$ cat src/rtl/sm_matrix_sum_pkg.sv
// Shared geometry, state encoding and word type for the matrix-sum scanner.
package sm_matrix_sum_pkg;
  localparam int DATA_W = 32;
  localparam int ROWS   = 4;
  localparam int COLS   = 4;
  localparam int ADDR_W = 4;
  localparam int ROW_W  = $clog2(ROWS);
  localparam int COL_W  = $clog2(COLS);

  localparam logic [ADDR_W-1:0] LAST_ADDR = ADDR_W'(ROWS*COLS-1);

  typedef enum logic [1:0] {
    IDLE  = 2'd0,
    READ  = 2'd1,
    DRAIN = 2'd2
  } state_t;

  typedef logic [DATA_W-1:0] word_t;
endpackage

$ cat src/rtl/sm_matrix_sum_if.sv
// Second (debug) read port of the matrix RAM: address out, registered data back.
interface sm_matrix_sum_if;
  import sm_matrix_sum_pkg::*;

  logic [ADDR_W-1:0] mAddr;
  word_t             mRData;

  modport master (output mAddr, input mRData);
  modport slave  (input mAddr, output mRData);
endinterface

$ cat src/rtl/sm_matrix_acc.sv
// Row and total accumulators with sticky carry-out detection.
module sm_matrix_acc
  import sm_matrix_sum_pkg::*;
(
  input  logic                         clk,
  input  logic                         rst_n,
  input  logic                         clr,
  input  logic                         en,
  input  logic [ROW_W-1:0]             rowIdx,
  input  word_t                        data,
  output logic [ROWS-1:0][DATA_W-1:0]  rowAcc,
  output word_t                        totAcc,
  output logic                         ovf
);
  logic [DATA_W:0] rowAdd;
  logic [DATA_W:0] totAdd;

  // One extra bit captures the carry-out of each modular add.
  assign rowAdd = {1'b0, rowAcc[rowIdx]} + {1'b0, data};
  assign totAdd = {1'b0, totAcc} + {1'b0, data};

  always_ff @(posedge clk or negedge rst_n) begin
    if (!rst_n) begin
      rowAcc <= '0;
      totAcc <= '0;
      ovf    <= 1'b0;
    end else if (clr) begin
      rowAcc <= '0;
      totAcc <= '0;
      ovf    <= 1'b0;
    end else if (en) begin
      rowAcc[rowIdx] <= rowAdd[DATA_W-1:0];
      totAcc         <= totAdd[DATA_W-1:0];
      if (rowAdd[DATA_W] || totAdd[DATA_W]) ovf <= 1'b1;
    end
  end
endmodule

$ cat src/rtl/sm_matrix_sum.sv
// Scans the 4x4 matrix RAM on start and commits row sums, grand total and overflow.
//  state | meaning
//  IDLE  | waiting for start; address 0 presented so word 0 is read on the start edge
//  READ  | issuing addresses 1..15, accumulating returned words
//  DRAIN | last word absorbed; commit results and pulse done
module sm_matrix_sum
  import sm_matrix_sum_pkg::*;
(
  input  logic                   clk,
  input  logic                   rst_n,
  input  logic                   start,
  sm_matrix_sum_if.master        ramPort,
  output logic                   busy,
  output logic                   done,
  output logic                   ovf,
  input  logic [ROW_W-1:0]       rowSel,
  output word_t                  rowSum,
  output word_t                  total
);
  state_t                       state, stateNext;
  logic [ADDR_W-1:0]            cnt;
  logic                         issue, clrAcc, commit;
  logic                         vld;
  logic [ROW_W-1:0]             rowD;
  logic [ROWS-1:0][DATA_W-1:0]  rowAcc, rowRes;
  word_t                        totAcc, totRes;
  logic                         ovfAcc;

  always_ff @(posedge clk or negedge rst_n) begin
    if (!rst_n) state <= IDLE;
    else        state <= stateNext;
  end

  always_comb begin
    stateNext = state;
    issue     = 1'b0;
    clrAcc    = 1'b0;
    commit    = 1'b0;
    case (state)
      IDLE: begin
        if (start) begin
          stateNext = READ;
          issue     = 1'b1;
          clrAcc    = 1'b1;
        end
      end
      READ: begin
        if (cnt == LAST_ADDR) stateNext = DRAIN;
        else                  issue     = 1'b1;
      end
      DRAIN: begin
        stateNext = IDLE;
        commit    = 1'b1;
      end
      default: stateNext = IDLE;
    endcase
  end

  // Address is one ahead of cnt so the registered RAM returns word k in time to be added at edge k+1.
  assign ramPort.mAddr = (state == READ && cnt != LAST_ADDR) ? cnt + 1'b1 : '0;
  assign busy          = (state != IDLE);

  always_ff @(posedge clk or negedge rst_n) begin
    if (!rst_n) begin
      cnt  <= '0;
      vld  <= 1'b0;
      rowD <= '0;
      done <= 1'b0;
    end else begin
      if (clrAcc || commit) cnt <= '0;
      else if (issue)       cnt <= cnt + 1'b1;
      vld  <= issue;
      rowD <= ramPort.mAddr[ADDR_W-1:COL_W];
      done <= commit;
    end
  end

  sm_matrix_acc uAcc (
    .clk    (clk),
    .rst_n  (rst_n),
    .clr    (clrAcc),
    .en     (vld),
    .rowIdx (rowD),
    .data   (ramPort.mRData),
    .rowAcc (rowAcc),
    .totAcc (totAcc),
    .ovf    (ovfAcc)
  );

  always_ff @(posedge clk or negedge rst_n) begin
    if (!rst_n) begin
      rowRes <= '0;
      totRes <= '0;
      ovf    <= 1'b0;
    end else if (commit) begin
      rowRes <= rowAcc;
      totRes <= totAcc;
      ovf    <= ovfAcc;
    end
  end

  assign rowSum = rowRes[rowSel];
  assign total  = totRes;
endmodule

$ cat src/flat_wrapper.sv
// flat-port wrapper written by rule: the top's interface ports become plain ports
module sm_matrix_sum_flat import sm_matrix_sum_pkg::*;
  (clk, rst_n, start, busy, done, ovf, rowSel, rowSum, total, ramPort_mAddr, ramPort_mRData);
  sm_matrix_sum_if ramPort_i ();
  input  logic clk;
  input  logic rst_n;
  input  logic start;
  output logic busy;
  output logic done;
  output logic ovf;
  input  logic [ROW_W-1:0] rowSel;
  output word_t rowSum;
  output word_t total;
  output wire logic [$bits(ramPort_i.mAddr)-1:0] ramPort_mAddr;
  input wire logic [$bits(ramPort_i.mRData)-1:0] ramPort_mRData;
  assign ramPort_mAddr = ramPort_i.mAddr;
  assign ramPort_i.mRData = ramPort_mRData;
  sm_matrix_sum u_core (.clk(clk), .rst_n(rst_n), .start(start), .ramPort(ramPort_i), .busy(busy), .done(done), .ovf(ovf), .rowSel(rowSel), .rowSum(rowSum), .total(total));
endmodule
$ cat config.mk
export PLATFORM = sky130hd
export DESIGN_NAME = sm_matrix_sum_flat
export DESIGN_NICKNAME = d
export VERILOG_FILES = /design/src/rtl/sm_matrix_sum_pkg.sv /design/src/rtl/sm_matrix_sum_if.sv /design/src/rtl/sm_matrix_acc.sv /design/src/rtl/sm_matrix_sum.sv /design/src/flat_wrapper.sv
export SDC_FILE = /design/constraint.sdc
export NUM_CORES = 1
export LEC_CHECK = 0
export BUFFER_PORTS_ARGS = -buffer_cell sky130_fd_sc_hd__buf_4
export CORE_MARGIN = 2
export CORE_UTILIZATION = 65
export CTS_BUF_LIST = sky130_fd_sc_hd__clkbuf_4 sky130_fd_sc_hd__clkbuf_8
export DETAILED_ROUTE_END_ITERATION = 16
export GPL_TIMING_DRIVEN = 0
export PLACE_DENSITY = 0.85
export SETUP_SLACK_MARGIN = 0.2
export SYNTH_ARGS = -nofsm -noshare
export SYNTH_HDL_FRONTEND = slang
export SYNTH_SLANG_ARGS = --single-unit
$ cat constraint.sdc
create_clock -name clk -period 13.4 [get_ports clk]
set_input_delay 1.34 -clock clk [delete_from_list [all_inputs] [get_ports clk]]
set_output_delay 1.34 -clock clk [all_outputs]
set_load 0.05 [all_outputs]
==> impl_metrics.py, run 1 <==
metrics = {
    "floorplan": {
        "start_util_pct": 65.6,
        "core_um2": 25800,
        "die_area_um2": 27400,
        "io_pins": 108,
        "die_w_um": 166,
        "chipHeight_um": 166,
        "rows": 59,
    },
    "yosys": {
        "seq_area_frac_synth_pct": 49.0,
        "synth_area_leaders": "dfrtp_1 49%, mux2_2 11%, mux4_2 8.5%",
        "synthArstFlopShare_pct": 100,
        "ys_warn_count": 0,
        "synth_top_flop_cell": "dfrtp_1",
        "syn_nets": 1470,
        "synth-seq-cells": 332,
        "yosysTopAreaCell": "dfrtp_1",
        "synth_edf_count": 0,
        "synth_cells": 1366,
        "syn_area_um2": 17000,
        "synth.distinct_cells": 63,
        "synth_top_area_share_pct": 49.0,
        "avgSynthCellArea_um2": 12.4,
    },
    "detailed_routing": {
        "drc": 0,
        "wirelength_um": 45800,
        "via_per_inst": 6.69,
        "wl_per_cell_um": 24.0,
        "drt-pass1-iter-count": 6,
        "drt_iter0_drc": 1278,
        "vias": 12700,
        "ant_nets": 0,
    },
    "clocking": {
        "cts_buffer_depth": 3,
        "postCtsSetupBuffers": 0,
        "cts_tree": "built",
        "cts.htree.levels": 2,
        "cts-resized-gates": 0,
        "cts_root_buffer": "clkbuf_8",
        "cts_hold_buffers": 0,
        "cts.sinks": 332,
        "clk_latency_ns": 0.61,
        "path_clk_slew_ns": 0.06,
        "cts_buffers": 52,
    },
    "placement": {
        "post-place-cells": 1809,
        "io_buffer_count": 106,
        "dp_hpwl_um": 31500,
        "place_congestion": 0.952,
    },
    "layout": {
        "drive_above_1_share_pct": 28.5,
        "fillers": 1651,
        "stdcell_count": 1905,
        "antennaDiodeCount": 0,
        "area_growth_pct": 14.3,
        "fin_nets": 1632,
    },
    "grt": {
        "antenna_found_initial": 0,
        "gr-usage-all-layers_pct": 34.2,
        "grt_max_degree": 129,
        "grt_overflow": 0,
        "grt_pass1_wl_um": 70900,
        "grt_pass1_vias": 13100,
    },
    "status": {
        "status": "complete, no violations",
    },
    "sta": {
        "tightest_slew_ns": 1.12,
        "setup-tns-final_ns": 0,
        "relSlewSlack_pct": 25.1,
        "clock.fmax_ghz": 0.191,
        "slew_violations": 0,
        "final_hold_viol_count": 0,
        "setup_viol": 0,
        "period_share_pct": 39.1,
        "rsz0062_at_grt": "false",
        "fin_crit_ns": 5.24,
        "finClkSkew_ns": 0.0287,
    },
    "worst_setup_path": {
        "cp_num_buf_inv": 2,
        "required_ns": 13.93,
        "arrival_ns": 5.78,
        "crit_fanout": 10,
        "slowest_stage": "buf_1",
        "max_stage_delay_ns": 0.82,
        "path_class": "register to register",
        "startpoint_type": "register",
        "cpLargestDelayFamily": "compound AO/OA/AOI/OAI gates",
        "cp_cell_sequence": "clkbuf_1 > buf_1 > mux4_2 > ha_1 > a211oi_1 > o211ai_1 > a21oi_1 > nor3_1 > o21ai_0 > nand2_1 > xor2_1 > a22o_1",
        "crit_path_end_kind": "register",
    },
    "job": {
        "maxCapViolCount": 0,
    },
    "worst_hold_path": {
        "hold_class": "register to register",
    },
}
-- cells in the final DEF, fill, tap and decap left out, types with 16 or more instances in the layout --
cell,netlist,layout
nand3_1,25,25
o21ai_0,63,63
a22o_1,92,92
clkbuf_8,0,70
nand2_1,88,88
inv_1,16,16
nor2_1,72,72
clkbuf_1,63,63
buf_4,0,105
mux2i_1,21,21
xnor2_1,31,31
ha_1,65,65
a21oi_1,47,47
dfrtp_1,332,332
mux2_2,164,164
mux4_2,64,64
xor2_1,23,23
a21o_1,25,25
-- synth_stat cells (14+ instances only) --
| cell | number |
|---|---|
| a21oi_1 | 47 |
| xor2_1 | 23 |
| ha_1 | 65 |
| buf_1 | 14 |
| dfrtp_1 | 332 |
| xnor2_1 | 31 |
| mux2_2 | 164 |
| nor2_1 | 72 |
| a21o_1 | 25 |
| clkbuf_1 | 63 |
| nand3_1 | 25 |
| o21ai_0 | 63 |
| mux4_2 | 64 |
| nand2_1 | 88 |
| a22o_1 | 92 |
| mux2i_1 | 21 |
| inv_1 | 16 |
-- metal layers --
| layer | GRT usage (%) | share of wire, % | wire length (µm) | up-vias |
|---|---|---|---|---|
| li1 | - | - | - | 5477 |
| met1 | 43.8 | 38 | 17500 | 6399 |
| met2 | 55.8 | 48 | 22000 | 710 |
| met3 | 8.27 | 9.5 | 4330 | 156 |
| met4 | 15.5 | 4.2 | 1920 | 0 |
| met5 | 0 | 0 | 0 | - |
-- layout make-up --
type | count | area, µm² | share of cell area (%)
Sequential cell | 332 | 8310 | 42.9
Multi-Input combinational cell | 940 | 8300 | 42.8
Clock buffer | 84 | 1070 | 5.51
Timing Repair Buffer | 108 | 858 | 4.43
Tap cell | 335 | 419 | 2.16
Buffer | 78 | 294 | 1.52
Clock inverter | 12 | 67.6 | 0.349
Inverter | 16 | 60.1 | 0.310
-- per-stage QoR --
stage / util (%) / instance area (µm²) / worst slack [ns] / hold slack, ns
finish: 75.0 / 19400 / 8.16 / 0.504
floorplan: - / 17000 / 9.20 / 0.461
global route: 75.0 / 19400 / 7.92 / 0.516
global placement: 70.3 / 18200 / 8.05 / 0.482
detailed placement: 70.6 / 18200 / 8.24 / 0.492
CTS: 75.0 / 19400 / 8.20 / 0.507
-- logic make-up (layout without fill, tap and decap cells) --
kind of cell	Yosys count	after routing	share of synthesized area, %
multiplexers	250	250	20.7
flip-flops	332	332	49.0
XOR/XNOR	54	54	2.79
AND/OR/NAND/NOR	252	252	6.75
buffers and inverters	94	298	2.09
adder cells (fa/ha/maj)	67	67	5.03
AO/OA/AOI/OAI	317	317	13.7
-- flip-flops by register name, indices dropped and copies added (netlist names) --
name,count
u_core.state,2
u_core.uAcc.totAcc,32
u_core.ovf,1
u_core.total,32
u_core.vld,1
u_core.cnt,4
u_core.rowRes,128
u_core.uAcc.rowAcc,128
u_core.uAcc.ovf,1
u_core.rowD,2
u_core.done,1
-- worst reg2reg max path, stage by stage, from the launching register on --
cell	delay (ns)
dfrtp_1	0.37
clkbuf_1	0.46
buf_1	0.82
mux4_2	0.62
ha_1	0.25
a211oi_1	0.37
o211ai_1	0.20
a21oi_1	0.43
nor3_1	0.20
o21ai_0	0.50
nand2_1	0.32
xor2_1	0.42
a22o_1	0.21
-- path summary, 6_finish.rpt --
| kind | to | start | slack, ns | depth (start not counted) |
|---|---|---|---|---|
| max in group asynchronous | u_core.rowRes[74] | rst_n | 11.03 | 3 |
| worst min-delay path | u_core.rowRes[87] | u_core.rowRes[87] | 0.50 | 1 |
| worst max-delay path | u_core.uAcc.rowAcc[59] | u_core.rowD[0] | 8.16 | 12 |
| min in group asynchronous | u_core.uAcc.totAcc[25] | rst_n | 0.72 | 1 |
| worst max register to register | u_core.uAcc.rowAcc[59] | u_core.rowD[0] | 8.16 | 12 |
| worst min register to register | u_core.rowRes[87] | u_core.rowRes[87] | 0.50 | 1 |
Power of run 1 is left out: the tool's default activity adds up to more than one toggle a clock period on the data nets, which glitch-free logic cannot reach.
==> run 2, diff against run 1 <==
--- a/config.mk
+++ b/config.mk
@@ -5,13 +5,14 @@
 export SDC_FILE = /design/constraint.sdc
 export NUM_CORES = 1
 export LEC_CHECK = 0
+export ABC_AREA = 1
 export BUFFER_PORTS_ARGS = -buffer_cell sky130_fd_sc_hd__buf_4
 export CORE_MARGIN = 2
-export CORE_UTILIZATION = 65
+export CORE_UTILIZATION = 64
 export CTS_BUF_LIST = sky130_fd_sc_hd__clkbuf_4 sky130_fd_sc_hd__clkbuf_8
 export DETAILED_ROUTE_END_ITERATION = 16
 export GPL_TIMING_DRIVEN = 0
-export PLACE_DENSITY = 0.85
+export PLACE_DENSITY = 0.83
 export SETUP_SLACK_MARGIN = 0.2
 export SYNTH_ARGS = -nofsm -noshare
 export SYNTH_HDL_FRONTEND = slang
==> constraint.sdc (replaced) <==
create_clock -name clk -period 5 [get_ports clk]
set_input_delay 0.5 -clock clk [delete_from_list [all_inputs] [get_ports clk]]
set_output_delay 0.5 -clock clk [all_outputs]
set_load 0.05 [all_outputs]
==> impl_metrics.py, run 2 <==
metrics = {
    "yosys": {
        "avgSynthCellArea_um2": 7.17,
        "syn_area_um2": 18800,
        "synth_top_flop_cell": "dfrtp_1",
        "synth_edf_count": 0,
        "yosysTopAreaCell": "dfrtp_1",
        "synth-seq-cells": 332,
        "ys_warn_count": 0,
        "synth_top_area_share_pct": 44.3,
        "synthArstFlopShare_pct": 100,
        "synth.most_common_cell": "nand2_1",
        "syn_nets": 2722,
        "synth_common_cells": "914 x nand2_1, 414 x inv_1, 332 x dfrtp_1",
        "synth_area_leaders": "dfrtp_1 44%, nand2_1 18%, inv_1 8.3%",
        "synth.distinct_cells": 38,
        "seq_area_frac_synth_pct": 44.3,
        "synth_cells": 2618,
    },
    "worst_setup_path": {
        "cpMostUsedCell": "nand2_1",
        "critPathLaunch": "u_core.rowD[0]",
        "slowest_stage": "clkbuf_1",
        "r2r_start": "u_core.rowD[0]",
        "cp_cell_sequence": "nor2_2 > clkbuf_1 > a22oi_1 > o221ai_1 > ha_1 > inv_1 > fa_1 > inv_1 > nand2_1 > nand2_1 > nand3_1 > nand2_1 > nand2_1 > nand2_2 > nand2_1 > nand2_1 > nand2_1 > nand3_1 > nand2_1",
        "cp_num_buf_inv": 3,
        "max_stage_delay_ns": 0.49,
        "arrival_ns": 4.29,
        "cpLargestDelayFamily": "simple AND/OR/NAND/NOR gates",
        "startpoint_type": "register",
        "path_class": "register to register",
        "crit_path_end_kind": "register",
        "crit_fanout": 10,
        "required_ns": 5.53,
    },
    "layout": {
        "antennaDiodeCount": 0,
        "fillers": 2285,
        "stdcell_count": 3214,
        "drive_above_1_share_pct": 8.76,
        "seqCellArea_um2": 8310,
        "area_growth_pct": 13.9,
        "final_util_pct": 74.3,
        "multi_input_area_um2": 8530,
        "final_common_cell": "nand2_1",
        "fin_nets": 2888,
        "final_cell_mix": "914 x nand2_1, 414 x inv_1, 332 x dfrtp_1, 248 x o21ai_0, 150 x nor2_1",
        "finalInstanceArea_um2": 21400,
        "largest_registers": "u_core.rowRes (128), u_core.uAcc.rowAcc (128)",
    },
    "floorplan": {
        "io_pins": 108,
        "start_util_pct": 65.2,
        "chipHeight_um": 175,
        "core_um2": 28800,
        "die_area_um2": 30700,
        "die_w_um": 175,
        "rows": 62,
    },
    "pwr": {
        "power_mw": 16.7,
        "power_frac_seq_pct": 28.8,
        "p_comb_share_pct": 55.2,
        "p_int_mw": 8.27,
        "clkPwrFrac_pct": 16.1,
        "ir_drop_mv": 0.454,
        "p_switching_mw": 8.45,
        "p_per_area_nw_per_um2": 782,
        "swShare_pct": 50.5,
        "power.leakage_nw": 11.6,
    },
    "worst_hold_path": {
        "hold_class": "input pin to register",
        "min_from": "ramPort_mRData[0]",
    },
    "sta": {
        "rsz0062_at_grt": "false",
        "finClkSkew_ns": 0.0272,
        "period_share_pct": 75.1,
        "clock.fmax_ghz": 0.266,
        "slew_violations": 0,
        "tightest_slew_ns": 0.933,
        "whs_ns": 0.259,
        "setup-tns-final_ns": 0,
        "relSlewSlack_pct": 37.8,
        "setup_viol": 0,
        "fin_crit_ns": 3.75,
        "setup_ws_ns": 1.25,
        "final_hold_viol_count": 0,
    },
    "detailed_routing": {
        "drc": 0,
        "drt_iter0_drc": 1945,
        "wl_per_cell_um": 18.4,
        "vias": 18500,
        "wirelength_um": 59300,
        "drt-pass1-iter-count": 6,
        "ant_nets": 0,
        "via_per_inst": 5.76,
    },
    "job": {
        "maxCapViolCount": 0,
    },
    "clocking": {
        "cts_buffer_depth": 3,
        "path_clk_slew_ns": 0.06,
        "postCtsSetupBuffers": 0,
        "cts_buffers": 55,
        "clk_latency_ns": 0.64,
        "cts.sinks": 332,
        "cts_tree": "built",
        "cts-resized-gates": 0,
        "cts.htree.levels": 2,
        "cts_root_buffer": "clkbuf_8",
        "cts_hold_buffers": 1,
    },
    "grt": {
        "grt_max_degree": 129,
        "antenna_found_initial": 2,
        "grt_overflow": 0,
        "grt_pass1_wl_um": 93100,
        "grt_pass1_vias": 18000,
        "gr-usage-all-layers_pct": 38.9,
    },
    "placement": {
        "dpl-instance-area_um2": 20100,
        "place_congestion": 1.00,
        "io_buffer_count": 106,
        "pre_cts_ws_ns": 1.35,
        "post-place-cells": 3110,
        "dp_hpwl_um": 45500,
    },
    "status": {
        "status": "complete, no violations",
    },
}
==> run 2: path summary, 6_finish.rpt <==
kind / to / slack (ns) / depth (start not counted)
setup / recovery: u_core.uAcc.rowAcc[24] / 1.25 / 19
setup reg to reg: u_core.uAcc.rowAcc[24] / 1.25 / 19
hold / removal: u_core.uAcc.totAcc[0] / 0.26 / 4
min in group asynchronous: u_core.rowRes[38] / 0.48 / 2
max in group asynchronous: u_core.total[17] / 3.47 / 3
hold reg to reg: u_core.uAcc.rowAcc[93] / 0.48 / 2
==> run 2: cells by family (layout without fill, tap and decap cells) <==
family / count (synthesis) / after routing / synth area share (%)
adder cells (fa/ha/maj): 67 / 67 / 4.55
XOR/XNOR: 13 / 13 / 0.727
AND/OR/NAND/NOR: 1252 / 1252 / 26.7
AO/OA/AOI/OAI: 445 / 445 / 13.5
flip-flops: 332 / 332 / 44.3
buffers and inverters: 509 / 721 / 10.3
==> run 2: power groups by stage <==
stage | combinational [mW] | sequential [mW] | clock, mW
after floorplan | 5.92 | 5.03 | 0
after CTS | 9.02 | 4.77 | 2.69
final | 9.22 | 4.81 | 2.69
after detailed placement | 8.95 | 4.79 | 0
after global placement | 8.68 | 4.73 | 0
after global routing | 10.1 | 4.92 | 2.82
==> run 2: cell type report <==
class	count	area share, %
buffer	90	1.66
clock buffer	85	5.24
clock inverter	18	0.656
inverter	419	7.36
multi-input combinational	1777	39.9
sequential	332	38.9
tap	384	2.25
timing repair buffer	109	4.06
==> run 2: worst min-delay path, delay by kind of cell <==
family,cells,cell delay (ns)
adders and majority gates,1,0.13
buffers and inverters,1,0.11
AOI/OAI and AO/OA,1,0.06
and+or+nand+nor,1,0.04
==> run 2: per-layer routing <==
metal  vias to the layer above  part of all wire [%]  GRT usage (%)
met5                         -                 0.032              0
met4                         2                   3.5           14.2
met3                       174                    11           9.16
met2                      1008                    46           62.4
met1                      8688                    40           51.8
li1                       8642                     -              -
Power figures use the tool's default switching activity.
